<file path="src/rtl/alu_muldiv.sv">
// Iterative unsigned multiply / restoring divide, one step per clock.
// Ports: clk, rst_n, start/op/a/b request, busy/done status, lo/hi/dbz results.
module alu_muldiv #(
  parameter int N = 8
) (
  input  logic         clk,
  input  logic         rst_n,
  input  logic         start,
  input  logic         op,
  input  logic [N-1:0] a,
  input  logic [N-1:0] b,
  output logic         busy,
  output logic         done,
  output logic [N-1:0] lo,
  output logic [N-1:0] hi,
  output logic         dbz
);

  localparam int CW = $clog2(N + 1);

  typedef enum logic [1:0] {
    S_IDLE,
    S_RUN,
    S_DONE
  } state_t;

  state_t r_state;
  state_t w_next;

  logic          w_load;
  logic          w_step;
  logic          w_last;

  logic          r_op;
  logic [N-1:0]  r_a;
  logic [N-1:0]  r_b;
  logic [CW-1:0] r_cnt;
  logic [2*N-1:0] r_acc;
  logic [N-1:0]  r_rem;
  logic [N-1:0]  r_quo;

  logic [N-1:0]  r_lo;
  logic [N-1:0]  r_hi;
  logic          r_dbz;

  always_ff @(posedge clk or negedge rst_n) begin
    if (!rst_n) r_state <= S_IDLE;
    else        r_state <= w_next;
  end

  always_comb begin
    w_next = r_state;
    w_load = 1'b0;
    w_step = 1'b0;
    w_last = 1'b0;
    unique case (r_state)
      S_IDLE: begin
        if (start) begin
          w_load = 1'b1;
          w_next = S_RUN;
        end
      end
      S_RUN: begin
        w_step = 1'b1;
        if (r_cnt == CW'(N - 1)) begin
          w_last = 1'b1;
          w_next = S_DONE;
        end
      end
      S_DONE: begin
        if (start) begin
          w_load = 1'b1;
          w_next = S_RUN;
        end else begin
          w_next = S_IDLE;
        end
      end
      default: w_next = S_IDLE;
    endcase
  end

  // Multiply: high half accumulates, multiplier sits in the low half
  // and shifts out LSB first as product bits shift in from the top.
  logic [N:0]     w_sum;
  logic [2*N-1:0] w_acc_nx;

  assign w_sum    = {1'b0, r_acc[2*N-1:N]}
                  + {1'b0, (r_acc[0] ? r_a : {N{1'b0}})};
  assign w_acc_nx = {w_sum, r_acc[N-1:1]};

  // Divide: dividend shifts out of r_quo MSB first while quotient
  // bits shift in at the bottom.  With b == 0 every trial succeeds,
  // which yields all-ones quotient and remainder == a naturally.
  logic [N:0]   w_shift;
  logic [N+1:0] w_diff;
  logic         w_qbit;
  logic [N-1:0] w_rem_nx;
  logic [N-1:0] w_quo_nx;
  logic         w_unused;

  assign w_shift  = {r_rem, r_quo[N-1]};
  assign w_diff   = {1'b0, w_shift} - {2'b00, r_b};
  assign w_qbit   = ~w_diff[N+1];
  assign w_rem_nx = w_qbit ? w_diff[N-1:0] : w_shift[N-1:0];
  assign w_quo_nx = {r_quo[N-2:0], w_qbit};
  // Kept remainder is always below b, so this bit is never set.
  assign w_unused = w_diff[N];

  always_ff @(posedge clk or negedge rst_n) begin
    if (!rst_n) begin
      r_op  <= 1'b0;
      r_a   <= '0;
      r_b   <= '0;
      r_cnt <= '0;
      r_acc <= '0;
      r_rem <= '0;
      r_quo <= '0;
      r_lo  <= '0;
      r_hi  <= '0;
      r_dbz <= 1'b0;
    end else begin
      if (w_load) begin
        r_op  <= op;
        r_a   <= a;
        r_b   <= b;
        r_cnt <= '0;
        r_acc <= {{N{1'b0}}, b};
        r_rem <= '0;
        r_quo <= a;
      end else if (w_step) begin
        r_cnt <= r_cnt + CW'(1);
        if (r_op) begin
          r_rem <= w_rem_nx;
          r_quo <= w_quo_nx;
        end else begin
          r_acc <= w_acc_nx;
        end
      end
      if (w_last) begin
        if (r_op) begin
          r_lo  <= w_quo_nx;
          r_hi  <= w_rem_nx;
          r_dbz <= (r_b == '0);
        end else begin
          r_lo  <= w_acc_nx[N-1:0];
          r_hi  <= w_acc_nx[2*N-1:N];
          r_dbz <= 1'b0;
        end
      end
    end
  end

  assign busy = (r_state == S_RUN);
  assign done = (r_state == S_DONE);
  assign lo   = r_lo;
  assign hi   = r_hi;
  assign dbz  = r_dbz;

endmodule

</file>
<file path="config.mk">
export PLATFORM = sky130hd
export DESIGN_NAME = alu_muldiv
export DESIGN_NICKNAME = d
export VERILOG_FILES = /design/src/rtl/alu_muldiv.sv
export SDC_FILE = /design/constraint.sdc
export NUM_CORES = 1
export LEC_CHECK = 0
export BUFFER_PORTS_ARGS = -buffer_cell sky130_fd_sc_hd__buf_2
export CORE_MARGIN = 4
export CORE_UTILIZATION = 40
export CTS_CLUSTER_DIAMETER = 40
export DETAILED_ROUTE_END_ITERATION = 8
export SYNTH_ARGS = -nofsm -noshare
export SYNTH_HDL_FRONTEND = slang
export SYNTH_SLANG_ARGS = --single-unit
</file>
<file path="constraint.sdc">
create_clock -name clk -period 2.22 [get_ports clk]
set_clock_uncertainty 0.15 [all_clocks]
set_input_delay 0.444 -clock clk [delete_from_list [all_inputs] [get_ports clk]]
set_output_delay 0.444 -clock clk [all_outputs]
set_load 0.005 [all_outputs]
</file>
==> summary by stage, run 1 <==
Run status
The flow ran to the end, but the final reports show violations. The final reports fail on negative setup slack.

Yosys
The share of synthesized area occupied by flip-flops and latches is 46.3%. The number of flip-flops and latches in the synthesized netlist is 72. Synthesis handed over a netlist of 417 instances. Counting every net in the synthesized netlist gives 456. Dividing the synthesized area by the synthesized cell count gives 9.33 um^2. The primary flip-flop cell chosen by synthesis mapping is sky130_fd_sc_hd__dfrtp_1. The warning count from the yosys run is 0. Summing every instance area after synthesis gives 3890 um^2. The share of async-settable or async-resettable flops after synthesis is 100%. The number of unique standard cell types used by synthesis is 55. The number of flops mapped to enable cells by yosys is 0.

CTS
The latest clock arrival within the worst-skew pair is 0.34 ns. In this run the deepest clock path goes through 2 buffers. The clock sink count is 72. The clock tree from TritonCTS is done. The number of CTS-inserted buffers is 9. Clock-pin slew was measured on the worst setup and hold paths at 0.08 ns. The H-tree was split into 3 levels. The clock root buffer master is sky130_fd_sc_hd__clkbuf_8.

Floorplanning
The I/O pin total is 39. From bottom edge to top edge, the die measures 107 um. The die extent in x is 107 um. The initial cell density of the core is 41.5%. The area inside the core boundary is 9370 um^2. The die covers 11400 um^2. The count of standard-cell rows is 35.

GRT
Across every metal layer, demand over resource in global routing totals 20.0%. The wire length of the first global-routing pass is 17.9 mm. The initial antenna violation count was 0. Global routing consumed, on the met1 layer, 28.1% of the routing resources.

After global routing the overflow that remains totals 0. For this run, global-route usage on met2 was measured as 31.5%. The largest net degree at the start of global routing is 50. The global routing usage on met3 is 4.03%. The layer flagged by global routing as most heavily used is met2. The number of global-route vias before repair was 3489.

Placement
Summed over all nets, the half-perimeter wirelength after detailed placement is 8.00 mm. The number of input and output port buffers inserted is 38. The global placer's final weighted congestion is 0.899.

Timing
The final hold violation count came to 0. Setup repair after global routing could not meet its margin everywhere. The actual slew at the worst max-slew pin is 0.417 ns. The final count of negative-setup-slack endpoints is 5. The final worst setup slack is -0.0357 ns. The routed design could run at a clock period as short as 2.26 ns.

Across all hold checks on the routed design, the worst slack comes to 0.160 ns. The worst path uses 102% of the clock period. The max-slew violation total from the final report was 0. Based on the critical path, the design can be clocked at up to 443 MHz. The worst slew margin relative to its limit is 72.2%.

Min path
The worst hold path terminates at r_a[2]. The startpoint of the most critical hold path is a[2]. The worst hold path passes through 3 cells.

The path type of the worst min-delay path is in2reg.

Flow run
Across the run, the number of max-cap violations was 0.

Critical path
The critical path is of the reg2reg type. In this run the critical register-to-register path is captured at lo[0]. Walking the worst path, the cells encountered are ha_4 > clkinvlp_4 > buf_4 > a2111oi_4 > nor2_1 > buf_4 > a211oi_2 > a21o_1. The most common cell type on the critical path is sky130_fd_sc_hd__buf_4. The register-to-register setup slack is -0.04 ns. The highest cell delay on the worst timing path is 0.46 ns.

The worst setup path is launched from a flop. The endpoint required time on the critical path is 2.36 ns. The critical path starts at r_rem[6]. The critical path data arrival time is 2.39 ns. The library cell contributing the largest single delay on the critical path is sky130_fd_sc_hd__dfrtp_2. STA classifies the critical path endpoint as a flop.

The worst-case reg-to-reg path depth is 8. The startpoint identified for the worst register-to-register timing path is r_rem[6]. The largest fanout on the critical path is 4.

Routing
In the final routed layout, each cell accounts on average for 17.7 um. The detailed router placed 3525 vias in this run. In this run, the number of DRC markers left after iteration 0 of detailed routing was 277. The number of routed nets with antenna violations is 0. Wires add up to 11.4 mm.

For this run, the detailed router's first-pass iteration total came to 5. The number of remaining DRC errors is 0. The via-per-instance ratio is 5.47.

Finish
From synthesis to final layout, the design area changed by 32.1%. The share of the core filled with cells in the final layout is 54.8%. The number of antenna repair diodes is 0. The final layout contains 550 nets.

Of the cells placed in the final design, the portion with a size suffix greater than 1 is 30.8%.

Pwr
IR analysis of the VDD net gives a maximum drop of 631 uV. The analysis attributes to cell leakage a power of 2.40 nW. For this design the ratio of total power to cell area is 1720 nW/um^2.
through the flow:
stage	TNS [ns]	worst slack [ns]	total power [mW]	cells	instance area, um^2
6_report	-0.0649	-0.0357	8.86	645	5140
5_1_grt	-0.645	-0.0826	9.51	645	5140
4_1_cts	0	0.00696	8.25	635	4930
3_5_place_dp	-0.666	-0.154	6.79	613	4550
3_3_place_gp	-0.537	-0.104	6.72	613	4550
2_1_floorplan	0	0.0517	4.98	417	3890
cell type report:
type | instances | area (um^2)
tap | 129 | 161
clock inverter | 6 | 68.8
inverter | 19 | 75.1
multi-input combinational | 308 | 2200
fill | 887 | 4230
sequential | 72 | 1800
clock buffer | 10 | 128
timing repair buffer | 101 | 698
worst max-delay path, delay by kind of cell (launching register included):
family	cells	cell delay, ns
buf+inv	3	0.42
flops	1	0.46
fa+ha+maj	1	0.32
simple gates	1	0.15
compound gates	3	0.69
cell families (layout without fill, tap and decap cells):
group,count (synthesis),after routing,synth area share [%]
compound gates,117,117,19.2
xor+xnor,6,6,1.35
fa+ha+maj,19,19,6.50
buf+inv,37,136,3.63
flops,72,72,46.3
mux,22,22,5.66
simple gates,144,144,17.4
power by group:
part / leakage, nW / internal, mW / total, mW / switching, mW
Combinational: 1.41 / 2.57 / 5.41 / 2.84
Sequential: 0.895 / 1.92 / 2.40 / 0.476
Clock: 0.0968 / 0.526 / 1.04 / 0.519
cell usage in the layout, fill, tap and decap left out, types with 5 or more instances in the layout:
cell type,Yosys,final
sky130_fd_sc_hd__a21oi_1,18,12
sky130_fd_sc_hd__nor2_1,18,18
sky130_fd_sc_hd__mux2i_1,22,22
sky130_fd_sc_hd__dfrtp_1,72,70
sky130_fd_sc_hd__ha_1,17,5
sky130_fd_sc_hd__nand3_1,18,18
sky130_fd_sc_hd__o211ai_1,6,6
sky130_fd_sc_hd__clkbuf_8,0,9
sky130_fd_sc_hd__a21oi_2,1,5
sky130_fd_sc_hd__o31ai_1,5,5
sky130_fd_sc_hd__and2_1,8,5
sky130_fd_sc_hd__nand2_1,74,74
sky130_fd_sc_hd__o21ai_0,54,48
sky130_fd_sc_hd__buf_2,2,38
sky130_fd_sc_hd__ha_4,0,11
sky130_fd_sc_hd__o21ai_1,1,7
sky130_fd_sc_hd__inv_1,18,15
sky130_fd_sc_hd__buf_4,0,58
state kept, by name, indices dropped and copies added (netlist names):
signal and cells:
hi 8, r_rem 8, r_quo 8, lo 8, r_acc 16, r_state 2
r_b 8, r_cnt 4, r_op 1, r_a 8, dbz 1
routing by layer:
| layer | up-vias | wire [um] | part of all wire, % |
|---|---|---|---|
| met5 | - | 0 | 0 |
| met4 | 0 | 215 | 1.9 |
| met3 | 27 | 552 | 4.8 |
| met2 | 136 | 5290 | 46 |
| met1 | 1697 | 5360 | 47 |
| li1 | 1665 | - | - |
timing repair:
item	CTS	global route
setup buffers	5	10
endpoints found under the hold margin	13	0
pin swaps	14	25
resized for setup	19	30
endpoints found under the setup margin	14	17
hold buffers	1	0
cells in the mapped netlist (3+ instances only):
library cell               count  area (um^2)
sky130_fd_sc_hd__nand2_1      74          278
sky130_fd_sc_hd__dfrtp_1      72         1800
sky130_fd_sc_hd__o21ai_0      54          270
sky130_fd_sc_hd__mux2i_1      22          220
sky130_fd_sc_hd__a21oi_1      18         90.1
sky130_fd_sc_hd__inv_1        18         67.6
sky130_fd_sc_hd__nand3_1      18         90.1
sky130_fd_sc_hd__nor2_1       18         67.6
sky130_fd_sc_hd__ha_1         17          213
sky130_fd_sc_hd__clkbuf_1     15         56.3
sky130_fd_sc_hd__and2_1        8         50.1
sky130_fd_sc_hd__o211ai_1      6         45.0
sky130_fd_sc_hd__o31ai_1       5         37.5
sky130_fd_sc_hd__a211oi_1      4         30.0
sky130_fd_sc_hd__a21o_1        4         30.0
sky130_fd_sc_hd__nor3_1        4         20.0
sky130_fd_sc_hd__xor2_1        4         35.0
sky130_fd_sc_hd__and3b_1       3         26.3
sky130_fd_sc_hd__nand2b_1      3         18.8
sky130_fd_sc_hd__nor2b_1       3         18.8
sky130_fd_sc_hd__o311ai_0      3         26.3
sky130_fd_sc_hd__or3_1         3         18.8
worst max-delay path by stage:
stage / depth (start not counted) / slack, ns / endpoint
floorplan: 7 / 0.05 / hi[7]
global route: 8 / -0.08 / lo[0]
CTS: 7 / 0.007 / r_rem[0]
global placement: 8 / -0.10 / hi[5]
detailed placement: 8 / -0.15 / hi[5]
finish: 8 / -0.04 / lo[0]
No activity file was read; power rests on OpenSTA's default activity.
==> inputs of run 2 (changes only) <==
- CTS_BUF_LIST: default -> sky130_fd_sc_hd__clkbuf_4
- SKIP_CTS_REPAIR_TIMING: default -> 1
==> run 2 against run 1 <==
The run still ends with negative setup slack left. Maximum frequency decreased by 0.39%. First-iteration DRC count shrank 17%. Sequential cell count stayed put. Critical path type unchanged. Routed wire length is 4.1% lower. Register-to-register slack about the same. Sequential share of layout area rose by 0.99 points. Clock-buffer cell count unchanged. Utilization fell by 1.6 points. Critical endpoint is now hi[7]. Non-clock buffer count down 9. Die area did not move.
==> summary by stage, run 2 (synthesis gave the netlist of run 1 again) <==
Run status
The run finished, with violations left. The checks that failed: negative setup slack.

GRT
Entering global routing, the biggest net connects 50 pins. Summed over all layers, the global routing overflow is 0. The global router's overall resource usage is 19.5%. The initial antenna violation count is 0. The wire length of the first global-routing pass is 17.4 mm. The number of global-route vias before repair is 3412.

Pwr
Power spread over the standard cell area amounts to 1680 nW/um^2. The maximum VDD drop is 622 uV. For this design the static power due to leakage is 2.35 nW.

Routing
In this run, the number of DRC markers left after iteration 0 of detailed routing was 229. After detailed routing, the total wire length is 11.0 mm. The via-per-instance ratio is 5.31. The count of nets left with antenna violations once routing finished came out at 0. After detailed routing, the number of remaining DRC violations is 0.

The average routed wire per standard cell is 17.2 um. The number of iterations in the first detailed-routing pass is 4. The routed layout has 3380 vias.

Placement
The placed instance count is 613. The number of input and output port buffers inserted is 38. The global placer's final weighted congestion is 0.899. The sum of net half-perimeters after detailed placement is 8.00 mm.

CTS
The H-tree was split into 3 levels. The clock root buffer master is sky130_fd_sc_hd__clkbuf_4. Counting the buffers created by CTS gives 9. After clock tree synthesis, the clock-pin slew on the worst setup and hold paths is 0.13 ns.

In this run the deepest clock path goes through 2 buffers. The clock reaches the later pin of the worst-skew pair after 0.41 ns. The clock tree from TritonCTS is done. Counting every sink on the clock net gives 72.

Floorplanning
The die covers 11400 um^2. The I/O pin total is 39. The floorplan has 35 rows.

The die height is 107 um. Once the floorplan was initialized, standard cells occupied 41.5% of the core. The area inside the core boundary is 9370 um^2.

From left edge to right edge, the die measures 107 um.

Timing
Setup violations remaining at the end of the flow were counted as 5. Setup repair after global routing could not meet its margin everywhere. The final hold violation count is 0. The actual slew at the worst max-slew pin is 0.432 ns. Across all hold checks on the routed design, the worst slack comes to 0.0792 ns. The worst pin sits at a relative slew slack of 71.2%.

The max-slew violation total from the final report is 0. Of the available clock period, the critical path in the final layout requires 102%. After layout, the worst setup slack is -0.0446 ns. The highest clock rate is 442 MHz. The final critical path time including I/O delays and setup is 2.26 ns.

Finish
Cells with a size suffix above 1 make up 29.0% of the layout. The top cell types in the final layout, fill and taps aside, are 73 x sky130_fd_sc_hd__nand2_1, 72 x sky130_fd_sc_hd__dfrtp_1, 49 x sky130_fd_sc_hd__buf_4, 47 x sky130_fd_sc_hd__o21ai_0, 38 x sky130_fd_sc_hd__buf_2. The count of cells in the finished layout, fillers not included, comes to 636. Ranked by flip-flop count, first place goes to r_acc. After the last flow step, the layout net total stands at 541. The number of antenna repair diodes is 0.

The layout overhead on the synthesized area is 28.3%. The most frequent standard cell in the layout excluding fill and tap cells is sky130_fd_sc_hd__nand2_1. The register with the most flip-flops in the layout has 16 of them.

Flow run
Max-cap violations in this run came to 0.

Critical path
Data on the critical path is required at its endpoint by 2.39 ns. The destination of the critical timing path is hi[7]. The path type of the worst setup path is reg2reg. The worst setup path is captured at a flop. The worst register-to-register path ends at hi[7]. Along the worst path, the maximum fanout reaches 6. The worst register-to-register path begins at r_rem[6].

In this run the worst setup path begins at r_rem[6]. The launching element type of the critical path is a flop. The worst register-to-register path has a setup slack of -0.04 ns. For the worst setup path, the data arrival time is 2.44 ns. The worst-case reg-to-reg path depth is 7.

Min path
The path type of the worst min-delay path is in2reg. In this run the most critical hold path is launched from op.
-- run 2: metrics by stage --
step           setup TNS [ns]  worst slack [ns]  util [%]  instance area, um^2  total power [mW]
2_1_floorplan               0            0.0517         -                 3890              4.98
3_3_place_gp           -0.537            -0.104      48.6                 4550              6.72
3_5_place_dp           -0.666            -0.154      48.6                 4550              6.79
4_1_cts                 -1.15            -0.188      50.1                 4700              7.68
5_1_grt                 -1.09            -0.129      53.3                 4990              9.10
6_report               -0.169           -0.0446      53.3                 4990              8.41
-- run 2: area by class of cell --
cell class	count	area, um^2
clock buffer	10	75.1
clock inverter	6	68.8
fill	919	4380
inverter	19	71.3
multi-input combinational	308	2180
sequential	72	1800
tap	129	161
timing repair buffer	92	631
-- run 2: worst min path at each step --
stage	end	slack [ns]	cells after the start
2_1_floorplan	dbz	-0.002	0
3_3_place_gp	r_cnt[2]	0.24	1
3_5_place_dp	r_cnt[2]	0.24	1
4_1_cts	r_cnt[2]	-0.24	1
5_1_grt	r_a[1]	0.06	3
6_report	r_op	0.08	3
-- run 2: layer usage --
metal,wire (um),vias up,GRT usage (%)
met5,0,-,0
met4,132,0,5.48
met3,478,13,4.27
met2,5050,85,29.9
met1,5290,1630,28.0
li1,-,1652,-
-- run 2: where the power goes --
part	total (mW)	internal (mW)	leakage [nW]	switching (mW)
registers	2.38	1.92	0.898	0.467
clock network	0.856	0.362	0.0770	0.494
logic	5.17	2.42	1.38	2.75
total	8.41	4.70	2.35	3.71
-- run 2: critical path, cell delays in order (launching register included) --
cell and delay, ns:
sky130_fd_sc_hd__dfrtp_1 0.47, sky130_fd_sc_hd__ha_4 0.32, sky130_fd_sc_hd__inv_1 0.13, sky130_fd_sc_hd__a2111o_1 0.50, sky130_fd_sc_hd__buf_4 0.19, sky130_fd_sc_hd__nand2_2 0.09, sky130_fd_sc_hd__a311oi_2 0.10, sky130_fd_sc_hd__o31ai_1 0.21
==> inputs of run 3 (changes only) <==
- PLACE_DENSITY_LB_ADDON: default -> 0.08
==> run 3 against run 2 <==
The flow still finishes with violations (negative setup slack). Register-to-register slack got worse by 0.03 ns. Clock-buffer cell count down 1. Clock power up 0.8%. Maximum frequency down 1.5%. Cell area rose by 6.4%. Sequential cell count unchanged. Critical endpoint is now hi[4]. Routed wire length up 3.7%. Largest cell class unchanged.
==> summary by stage, run 3 (synthesis gave the netlist of run 1 again) <==
Run status
The flow ran to the end, but the final reports show violations. The final reports fail on negative setup slack.

CTS
The count of H-tree levels built during CTS is 3. The number of CTS-inserted buffers is 9. After clock tree synthesis, the clock-pin slew on the worst setup and hold paths is 0.15 ns. The clock passes through at most 2 buffers. The clock tree from TritonCTS is done. The latest clock arrival within the worst-skew pair is 0.44 ns. The clock root buffer master is sky130_fd_sc_hd__clkbuf_4. The clock drives 72 sinks.

Placement
Buffers placed on the I/O ports in this run total 38. After legalization and detailed placement, the total HPWL measured 7.87 mm. Prior to clock tree synthesis, the placed netlist has a worst setup slack of -0.178 ns. At the end of routability-driven placement, the weighted congestion stood at 0.856.

Timing
The total negative setup slack is -0.238 ns. The final cycle utilization of the critical path is 104%. The final critical path time including I/O delays and setup is 2.30 ns. The final hold violation count is 0. The highest clock rate is 435 MHz.

Headroom to the max-slew limit came out at 64.8%. Setup violations remaining at the end of the flow were counted as 6. The max-slew violation total from the final report is 0. Setup repair after global routing could not meet its margin everywhere. For the pin with the worst max-slew slack, the measured transition is 0.527 ns.

The final worst setup slack is -0.0793 ns.

Critical path
The endpoint identified for the worst register-to-register timing path is hi[4]. The startpoint identified for the worst register-to-register timing path is r_rem[3]. The endpoint required time on the critical path is 2.44 ns. In this run the worst setup path begins at r_rem[3]. The critical path capture point type is a flop. The library cell contributing the largest single delay on the critical path is sky130_fd_sc_hd__a2111o_1. The critical path goes through ha_4 > nand4_4 > buf_6 > a2111o_1 > a221oi_2 > o21ai_2 > a21oi_1.

The critical path crosses 7 cells after its start point. The number of buffers and inverters on the critical path is 1. The destination of the critical timing path is hi[4]. The critical path in this run is classified as reg2reg. The largest fanout on the critical path is 6. In this design, the largest share of critical-path delay is due to compound AO/OA/AOI/OAI gates.

The launching element type of the critical path is a flop. The worst-case reg-to-reg path depth is 7. The register-to-register setup slack is -0.08 ns. At the worst endpoint, the arrival time is 2.52 ns. The highest cell delay on the worst timing path is 0.48 ns.

Finish
The number of flip-flops in the largest register is 16. More flip-flops sit in one register than any other, and that register is r_acc. The net total in the final layout is 555.

Summing all multi-input logic gate instances after layout gives 2370 um^2. The number of antenna repair diodes is 0. In the final layout, flip-flops and latches occupy 1800 um^2.

Leaving out fill and tap cells, the most frequent cells in the layout are 72 x sky130_fd_sc_hd__nand2_1, 72 x sky130_fd_sc_hd__dfrtp_1, 56 x sky130_fd_sc_hd__buf_4, 43 x sky130_fd_sc_hd__o21ai_0, 37 x sky130_fd_sc_hd__buf_2. Counting the fill cells in the layout gives 864. The ratio of cells with drive above 1 in the final layout is 35.1%. Measured on the finished design, the core utilization comes to 56.7%.

The layout overhead on the synthesized area is 36.6%.

Pwr
IR analysis of the VDD net gives a maximum drop of 693 uV. The power density over cell area is 1720 nW/um^2. After layout, the design draws a total of 9.12 mW. The analysis attributes to cell leakage a power of 2.46 nW.

Routing
The final wirelength is 11.4 mm. The number of routed nets with antenna violations is 0. The first TritonRoute pass finished after 4 iterations. The detailed router finished its first iteration with 161 violations. The average routed wire per standard cell is 17.5 um. In the routed layout, each cell is associated on average with a via count of 5.33. The number of remaining DRC errors is 0. The final route contains 3463 vias.

Min path
The path type of the worst min-delay path is in2reg.

GRT
The number of global-route vias before repair is 3348. The largest net degree at the start of global routing is 45. The wire length of the first global-routing pass is 17.5 mm. The initial antenna violation count is 0.

The overall overflow remaining after global route is 0. Global routing consumed, over all layers together, 19.7% of the routing resources.

Floorplanning
The die is 107 um wide. The die is 107 um tall. After floorplanning, the core was sized to cover 9370 um^2. The die covers 11400 um^2.

The I/O pin total is 39. The initial cell density of the core is 41.5%. The count of standard-cell rows is 35.

Flow run
The reported max-cap violation count is 0.
## run 3: routing by layer
metal / track usage (%) / vias to the layer above / part of all wire, %
met3: 4.94 / 9 / 4.3
met1: 27.7 / 1694 / 48
met5: 0 / - / 0
li1: - / 1690 / -
met2: 30.8 / 70 / 46
met4: 4.29 / 0 / 0.92
## run 3: worst min-delay path by stage
stage | startpoint | to | slack [ns] | depth (start not counted)
finish | op | r_op | 0.07 | 3
CTS | rst_n | r_quo[7] | -0.24 | 1
global placement | rst_n | r_cnt[2] | 0.26 | 1
floorplan | rst_n | dbz | -0.002 | 0
global route | op | r_op | 0.04 | 3
detailed placement | rst_n | r_cnt[2] | 0.27 | 1
## run 3: area by class of cell
| type | instances | share of cell area (%) |
|---|---|---|
| sequential | 72 | 33.9 |
| tap | 129 | 3.04 |
| multi-input combinational | 308 | 44.7 |
| clock inverter | 7 | 1.30 |
| clock buffer | 9 | 1.27 |
| timing repair buffer | 106 | 14.5 |
| inverter | 19 | 1.34 |
## run 3: where the power goes
part           total (mW)  switching, mW  internal, mW
clock network       0.863          0.595         0.268
registers            2.36          0.443          1.92
logic                5.90           3.09          2.81
## run 3: worst min-delay path: stages
cell and delay [ns]:
sky130_fd_sc_hd__buf_2 0.07, sky130_fd_sc_hd__nand2_1 0.04, sky130_fd_sc_hd__o21ai_0 0.06
## run 3: per-stage QoR
step,instances,instance area [um^2],hold slack (ns)
finish,650,5310,0.0687
global route,650,5310,0.0400
CTS,639,4770,-0.237
detailed placement,623,4630,0.266
global placement,623,4630,0.262
floorplan,417,3890,-0.00159
